==> src/rtl/mux_arb_pkg.sv <==
// Shared types and helpers for the round-robin mux arbiter.
package mux_arb_pkg;

    localparam int unsigned NREQ = 3;

    typedef enum logic {IDLE, OWN} arb_state_t;

    typedef logic [1:0] src_t;

    // Encode a one-hot (or zero) grant vector as a source index; zero maps to 0.
    function automatic src_t onehot_to_src(input logic [NREQ-1:0] oh);
        case (oh)
            3'b010:  return 2'd1;
            3'b100:  return 2'd2;
            default: return 2'd0;
        endcase
    endfunction

    function automatic logic [NREQ-1:0] src_to_onehot(input src_t s);
        return NREQ'(1) << s;
    endfunction

endpackage

==> src/rtl/rr_pick.sv <==
// Combinational round-robin search: examines ptr+1, ptr+2, ptr (mod NREQ).
module rr_pick
    import mux_arb_pkg::*;
(
    input  logic [NREQ-1:0] req,
    input  src_t            ptr,
    output logic            found,
    output src_t            pick
);

    src_t idx;

    always_comb begin
        found = 1'b0;
        pick  = ptr;
        idx   = ptr;
        for (int unsigned k = 1; k <= NREQ; k++) begin
            idx = src_t'((32'(ptr) + k) % NREQ);
            if (!found && req[idx]) begin
                found = 1'b1;
                pick  = idx;
            end
        end
    end

endmodule

==> src/rtl/mux_rr_arbiter.sv <==
// Round-robin arbiter with burst limit driving a 3-input registered mux.
// Optional assertions are compiled in when MUX_ARB_SVA_EN is defined.
module mux_rr_arbiter
    import mux_arb_pkg::*;
#(
    parameter int unsigned MAX_BURST = 4
) (
    input  logic            clock,
    input  logic            reset,
    input  logic [NREQ-1:0] req,
    output logic            sel1,
    output logic            sel2,
    output logic            sel3,
    output logic [NREQ-1:0] gnt,
    output logic            busy,
    output logic            op_valid,
    output src_t            op_src
);

    localparam int unsigned CNT_W = $clog2(MAX_BURST + 1);

    arb_state_t       state_q, state_d;
    logic [NREQ-1:0]  gnt_q, gnt_d;
    logic [CNT_W-1:0] burst_cnt_q, burst_cnt_d;
    src_t             last_owner_q, last_owner_d;
    logic             op_valid_q, op_valid_d;
    src_t             op_src_q, op_src_d;

    logic found;
    src_t pick;

    // While owning, last_owner equals the current owner, so one search pointer serves both states.
    rr_pick u_pick (
        .req   (req),
        .ptr   (last_owner_q),
        .found (found),
        .pick  (pick)
    );

    always_ff @(posedge clock or posedge reset) begin
        if (reset) begin
            state_q      <= IDLE;
            gnt_q        <= '0;
            burst_cnt_q  <= '0;
            last_owner_q <= 2'd2;
            op_valid_q   <= 1'b0;
            op_src_q     <= 2'd0;
        end else begin
            state_q      <= state_d;
            gnt_q        <= gnt_d;
            burst_cnt_q  <= burst_cnt_d;
            last_owner_q <= last_owner_d;
            op_valid_q   <= op_valid_d;
            op_src_q     <= op_src_d;
        end
    end

    always_comb begin
        state_d      = state_q;
        gnt_d        = gnt_q;
        burst_cnt_d  = burst_cnt_q;
        last_owner_d = last_owner_q;
        // The mux output lags the grant by one edge.
        op_valid_d   = |gnt_q;
        op_src_d     = onehot_to_src(gnt_q);

        case (state_q)
            IDLE: begin
                if (found) begin
                    state_d      = OWN;
                    gnt_d        = src_to_onehot(pick);
                    burst_cnt_d  = CNT_W'(1);
                    last_owner_d = pick;
                end
            end
            OWN: begin
                if (req[last_owner_q] && (burst_cnt_q < CNT_W'(MAX_BURST))) begin
                    burst_cnt_d = burst_cnt_q + CNT_W'(1);
                end else if (found) begin
                    gnt_d        = src_to_onehot(pick);
                    burst_cnt_d  = CNT_W'(1);
                    last_owner_d = pick;
                end else begin
                    state_d     = IDLE;
                    gnt_d       = '0;
                    burst_cnt_d = '0;
                end
            end
            default: begin
                state_d = IDLE;
                gnt_d   = '0;
            end
        endcase
    end

    assign gnt      = gnt_q;
    assign sel1     = gnt_q[0];
    assign sel2     = gnt_q[1];
    assign sel3     = gnt_q[2];
    assign busy     = |gnt_q;
    assign op_valid = op_valid_q;
    assign op_src   = op_src_q;

`ifdef MUX_ARB_SVA_EN
    a_gnt_onehot0: assert property (@(posedge clock) disable iff (reset) $onehot0(gnt))
        else $error("p_gnt_onehot0");

    a_op_valid: assert property (@(posedge clock) disable iff (reset) op_valid == $past(busy))
        else $error("p_op_valid");

    for (genvar i = 0; i < NREQ; i++) begin : g_sva
        a_gnt_req: assert property (@(posedge clock) disable iff (reset) gnt[i] |-> $past(req[i]))
            else $error("p_gnt_req");

        a_burst: assert property (@(posedge clock) disable iff (reset)
            not ((gnt[i] && ((req & ~(NREQ'(1) << i)) != '0)) [*MAX_BURST+1]))
            else $error("p_burst_bound");

        a_starve: assert property (@(posedge clock) disable iff (reset)
            req[i] |-> ##[1:2*MAX_BURST+1] (gnt[i] || !req[i]))
            else $error("p_no_starvation");
    end
`endif

endmodule

==> config.mk <==
export PLATFORM = sky130hd
export DESIGN_NAME = mux_rr_arbiter
export DESIGN_NICKNAME = d
export VERILOG_FILES = /design/src/rtl/mux_arb_pkg.sv /design/src/rtl/rr_pick.sv /design/src/rtl/mux_rr_arbiter.sv
export SDC_FILE = /design/constraint.sdc
export NUM_CORES = 1
export LEC_CHECK = 0
export ABC_AREA = 1
export BUFFER_PORTS_ARGS = -buffer_cell sky130_fd_sc_hd__buf_2
export CORE_MARGIN = 2
export CORE_UTILIZATION = 45
export CTS_CLUSTER_SIZE = 40
export DETAILED_ROUTE_END_ITERATION = 10
export GPL_ROUTABILITY_DRIVEN = 1
export PLACE_DENSITY = 0.67
export SLEW_MARGIN = 15
export SYNTH_ARGS = -nofsm -noshare
export SYNTH_HDL_FRONTEND = slang
export SYNTH_SLANG_ARGS = --single-unit
==> constraint.sdc <==
create_clock -name clock -period 1.9 [get_ports clock]
set_input_delay 0.095 -clock clock [delete_from_list [all_inputs] [get_ports clock]]
set_output_delay 0.095 -clock clock [all_outputs]
set_load 0.01 [all_outputs]
==> metrics.txt, run 1 <==
status completed; # Max-Cap Violations 0; CP Capture Type register; WHS ~0.37 ns; number of diodes 0; NumNets Final around 140; synthesized area around 800 µm²; Pwr Total ~2.1 mW; Synth cell types 22; H-tree Lvls 1; cts bufs inserted 3; CP required 2.11 ns; r2r setup slk about 0.11 ns; layout cell share with drive strength beyond 1 0.377; critical path endpoint gnt[0]$_DFFE_PP0P_; crit path launch last_owner_q[1]$_DFFE_PP1P_; Chip Width 46.4 µm; final setup violation count 0; die height 46.4 µm; Peak VDD IR between 0.9 and 1 mV; clk slew on worst S/H paths roughly 0.070 ns; Initial Util 0.475; most frequent cells in the layout 29 x nand2_1, 14 x buf_2, 13 x inv_1, 11 x dfrtp_1, 9 x nand3_1; Routed WL 1.66 mm; drt wl/cell approximately 11 µm; clk root buf clkbuf_4; pre-CTS WS between 0.04 and 0.05 ns; vias in the first global route 563; DRC errors left 0; CTS tree done; TNS Setup 0 ns; Area Growth Syn to Fin 23.8%; worst slew pin tran about 0.45 ns; Synth Instances about 110; Clock Sinks 12; setup slack after layout approximately 0.11 ns; vias per inst around 4.7; CP max FO 5; Worst-Skew Late Latency 0.27 ns; Slew HR 0.698; shortest period the worst path allows 1.79 ns; Final Util 0.588; largest net degree at the start of global routing 13; Ys Warns 0; Worst EP arrival approximately 2.0 ns; antenna violations before repair 0; first-pass GRT wire length around 2.3 mm; f_max around 560 MHz; half-perimeter wire length after placement between 1 and 1.5 mm; Worst R2R End gnt[0]$_DFFE_PP0P_; Syn Nets 116; Startpoint Class register; Fin. Hold Viols 0; PortBufs 14; Post-DP Area around 890 µm²; core area 0.00171 mm²; skew final 0.00116 ns; Overall Global Routing Usage 0.149; Lkg Pwr 0.542 nW; Power Density ~2100 mW/mm²; fin area 0.00100 mm²; synthesized area per cell roughly 7.5 µm²; crit path kind register to register; Clock Tree Buf Depth 2; dpl cells roughly 140; IO Count 15; RSZ-0062 raised after global routing no; antenna viol nets, final 0; Seq/Total Area, Yosys 0.372; GRT overflow 0; # rows 15; R2R depth 12; worst r2r src last_owner_q[1]$_DFFE_PP1P_; most common cell after layout, fill and taps aside nand2_1; Die ar. around 0.0022 mm²; Yosys reg bits 12; worst hold path class input pin to asynchronous set/reset pin; 1st-pass router iterations 4; post-route insts no fill 155; final period utilization 0.941; GPL Wtd Cong 0.911; Final Max Slew Viols 0; via count 734; Initial DRC Count 18
-- repair_timing --
item,4_1_cts,5_1_grt
hold buffers,1,0
gates resized for setup,0,7
buffers inserted,0,6
endpoints found under the hold margin,11,0
setup endpoints to repair,0,6
-- synthesized netlist by cell type --
library cell,count,area share
ha_1,3,0.046
dfrtp_1,11,0.34
nor2_1,5,0.023
nor3_1,1,0.0062
o21ai_0,3,0.019
nand2_1,29,0.13
buf_4,3,0.028
nor3b_1,1,0.0093
dfstp_2,1,0.032
nand3_2,3,0.037
nand2_2,8,0.062
a21oi_4,1,0.020
inv_1,14,0.065
nand3_1,9,0.056
a21o_1,1,0.0093
clkinv_1,1,0.0046
a21oi_1,1,0.0062
nand2_4,1,0.014
nor2_4,1,0.014
o21ai_4,1,0.020
inv_2,4,0.019
o21ai_1,6,0.037
-- layout make-up --
class | instances | area [µm²]
Clock buffer | 4 | 36.3
Sequential cell | 12 | 302
Inverter | 19 | 73.8
Multi-Input combinational cell | 74 | 435
Tap cell | 25 | 31.3
Fill cell | 157 | 704
Timing Repair Buffer | 21 | 125
-- state kept, by name, indices dropped and copies added (netlist names) --
signal        flops
burst_cnt_q       3
gnt               3
last_owner_q      2
op_src            2
op_valid          1
state_q           1
-- cells by family (layout without fill, tap and decap cells) --
group                      Yosys count  count (layout)  share of synthesized area
DFF                                 12              12                      0.372
buffers and inverters               22              44                      0.116
and+or+nand+nor                     58              58                      0.355
AOI/OAI and AO/OA                   13              13                      0.111
adders and majority gates            3               3                     0.0463
-- worst max-delay path, stage by stage, from the launching register on --
cell,delay [ns]
dfstp_2,0.60
inv_1,0.06
ha_2,0.21
inv_4,0.09
buf_4,0.12
nand3_1,0.13
nand2_1,0.12
nor2_2,0.05
nand2_1,0.06
nand3_1,0.09
nand2_2,0.10
nand3_2,0.07
nand2_1,0.05
-- report_power, final --
group	internal, mW	switching [mW]
clock	0.116	0.0809
sequential	0.382	0.0775
combinational	0.566	0.874
-- layer usage --
layer	GRT usage	wire length [µm]	up-vias
met3	0.0588	60	2
met1	0.204	767	337
met4	0.0171	15	0
met2	0.228	815	13
met5	0	0	-
li1	-	-	382
-- how the worst min path moves through the flow --
stage | from | end | slack, ns
6_report | reset | gnt[1]$_DFFE_PP0P_ | 0.37
5_1_grt | req[0] | state_q$_DFF_PP0_ | 0.41
4_1_cts | reset | op_src[0]$_DFF_PP0_ | 0.37
3_5_place_dp | reset | op_src[0]$_DFF_PP0_ | 0.12
3_3_place_gp | reset | op_valid$_DFF_PP0_ | 0.12
2_1_floorplan | reset | burst_cnt_q[0]$_DFFE_PP0P_ | -0.04
Note: power is estimated with default switching activity, not from simulation.
==> inputs of run 2 (changes only) <==
--- a/config.mk
+++ b/config.mk
@@ -16,4 +16,5 @@
 export SLEW_MARGIN = 15
 export SYNTH_ARGS = -nofsm -noshare
 export SYNTH_HDL_FRONTEND = slang
+export SYNTH_HIERARCHICAL = 1
 export SYNTH_SLANG_ARGS = --single-unit
==> run 2 against run 1 <==
  * Register-to-register slack got worse by 0.09 ns
  * Routed wire length rose by 17%
  * Non-clock buffer count rose by 8
  * Largest power group unchanged
==> metrics.txt, run 2 <==
Overall Global Routing Usage 0.186; Synth Instances 118; Worst-Skew Late Latency 0.27 ns; post-synth top area cell dfrtp_1; RSZ-0062 raised after global routing yes; H-tree Lvls 1; Area Growth Syn to Fin 41.6%; GPL Wtd Cong 0.796; synthesized area slightly above 800 µm²; Clock Sinks 12; CP max FO 7; PortBufs 14; synthesized area per cell 6.88 µm²; Fin. Hold Viols 0; vias per inst between 4 and 5; skew final between 0.005 and 0.006 ns; 1st-pass router iterations 5; prevailing post-synth register cell dfrtp_1; Yosys reg bits 12; most frequent cell after synthesis nand2_1; Post-synth ARST share 1.00; die height about 46 µm; first-pass GRT wire length around 2.8 mm; final setup violation count 0; CTS tree done; Power Density roughly 2000 mW/mm²; crit path kind register to register; Slew HR 0.676; top cells by area, synth dfrtp_1 34%, nand2_1 15%, nand3_1 11%, inv_1 8.8%, nor2_1 5.1%; antenna viol nets, final 0; final period utilization 0.988; Worst EP arrival ~2.1 ns; most common cell after layout, fill and taps aside nand2_1; Worst R2R End gnt[2]$_DFFE_PP0P_; CP required 2.12 ns; R2R depth 13; fill cell count roughly 150; critical path endpoint gnt[2]$_DFFE_PP0P_; worst hold path class input pin to register; drt wl/cell ~11 µm; Lkg Pwr 0.626 nW; Final Max Slew Viols 0; Chip Width 46.5 µm; number of diodes 0; Synth cell types 19; # rows 15; Routed WL between 1.5 and 2 mm; synth cell count leaders 33 x nand2_1, 19 x inv_1, 18 x nand3_1, 11 x dfrtp_1, 11 x nor2_1; clk slew on worst S/H paths 0.08 ns; Peak VDD IR 0.990 mV; post-route insts no fill roughly 170; # Max-Cap Violations 0; vias in the first global route slightly below 700; EDFF count, synth 0; largest net degree at the start of global routing 13; clk root buf clkbuf_4; IO Count 15; Initial Util 0.475; NumNets Final 157; Syn Nets 126; via count around 850; r2r setup slk approximately 0.022 ns; GRT overflow 0; core area ~0.0017 mm²; Clock Tree Buf Depth 2; DRC errors left 0; Ys Warns 6; half-perimeter wire length after placement approximately 1.3 mm; most frequent cells in the layout 29 x nand2_1, 14 x inv_1, 14 x buf_2, 14 x buf_4, 12 x nand3_1; share of the synthesized area in the top cell type 0.339; CP Capture Type register; dpl cells roughly 170; cts bufs inserted 3; crit path launch last_owner_q[1]$_DFFE_PP1P_; Seq/Total Area, Yosys 0.371; worst r2r src last_owner_q[1]$_DFFE_PP1P_; status completed; worst slew pin tran between 0.4 and 0.5 ns; Pwr Total around 2.3 mW; antenna violations before repair 0; Initial DRC Count 19; f_max around 530 MHz; shortest period the worst path allows approximately 1.9 ns; layout cell share with drive strength beyond 1 0.446; Startpoint Class register; Die ar. around 0.0022 mm²
## run 2: what timing repair did
item                       CTS  global route
cloned                       0             0
hold buffers                 1             0
setup endpoints to repair    7             8
hold endpoints to repair    11             0
resized for setup            5            26
pin swaps                    1            14
setup buffers                1             1
## run 2: worst min-delay path by stage
stage	from	to	slack [ns]	depth (start not counted)
final	req[2]	burst_cnt_q[0]$_DFFE_PP0P_	0.32	5
after global routing	req[0]	burst_cnt_q[0]$_DFFE_PP0P_	0.35	5
after floorplan	reset	burst_cnt_q[0]$_DFFE_PP0P_	-0.04	1
after global placement	reset	op_src[0]$_DFF_PP0_	0.13	2
after CTS	req[0]	burst_cnt_q[0]$_DFFE_PP0P_	0.31	5
after detailed placement	reset	op_src[0]$_DFF_PP0_	0.14	2
## run 2: cell families (layout without fill, tap and decap cells)
group | count (synthesis) | after routing | share of synthesized area
fa+ha+maj | 3 | 3 | 0.0462
flops | 12 | 12 | 0.371
buf+inv | 24 | 54 | 0.125
simple gates | 72 | 72 | 0.413
compound gates | 7 | 7 | 0.0447
## run 2: layout make-up
cell class	count	area, µm²	area share
Inverter	21	83.8	0.0729
Tap cell	25	31.3	0.0272
Multi-Input combinational cell	82	512	0.445
Timing Repair Buffer	29	185	0.161
Sequential cell	12	302	0.262
Clock buffer	4	36.3	0.0316
## run 2: per-layer routing
layer,vias to the layer above,GRT usage,part of all wire
li1,432,-,-
met1,383,0.233,0.42
met2,32,0.311,0.50
met3,4,0.0588,0.066
met4,0,0.0343,0.011
met5,-,0,0
## run 2: worst max-delay path, stage by stage, from the launching register on
cell     delay (ns)
dfstp_2        0.57
ha_4           0.19
inv_2          0.06
nand2_1        0.09
nand3_2        0.10
nand2_2        0.14
nand2_2        0.07
inv_2          0.08
nand3_1        0.09
nand2_2        0.11
nand2_1        0.07
a21oi_2        0.09
nand3_1        0.08
nand2_1        0.07
## run 2: report_power, final
part | leakage (nW) | internal (mW) | switching [mW]
clock | 0.0210 | 0.117 | 0.0865
combinational | 0.458 | 0.702 | 0.952
sequential | 0.148 | 0.369 | 0.0844
total | 0.626 | 1.19 | 1.12
## run 2: through the flow
| step | hold WS [ns] | util | setup WS, ns | cell area (µm²) | setup TNS (ns) |
|---|---|---|---|---|---|
| floorplan | -0.0410 | - | 0.0120 | 812 | 0 |
| global placement | 0.127 | 0.574 | -0.0507 | 981 | -0.0637 |
| detailed placement | 0.137 | 0.574 | -0.0734 | 981 | -0.211 |
| CTS | 0.312 | 0.615 | 0.0183 | 1050 | 0 |
| global route | 0.353 | 0.673 | -0.0926 | 1150 | -0.469 |
| finish | 0.323 | 0.673 | 0.0219 | 1150 | 0 |
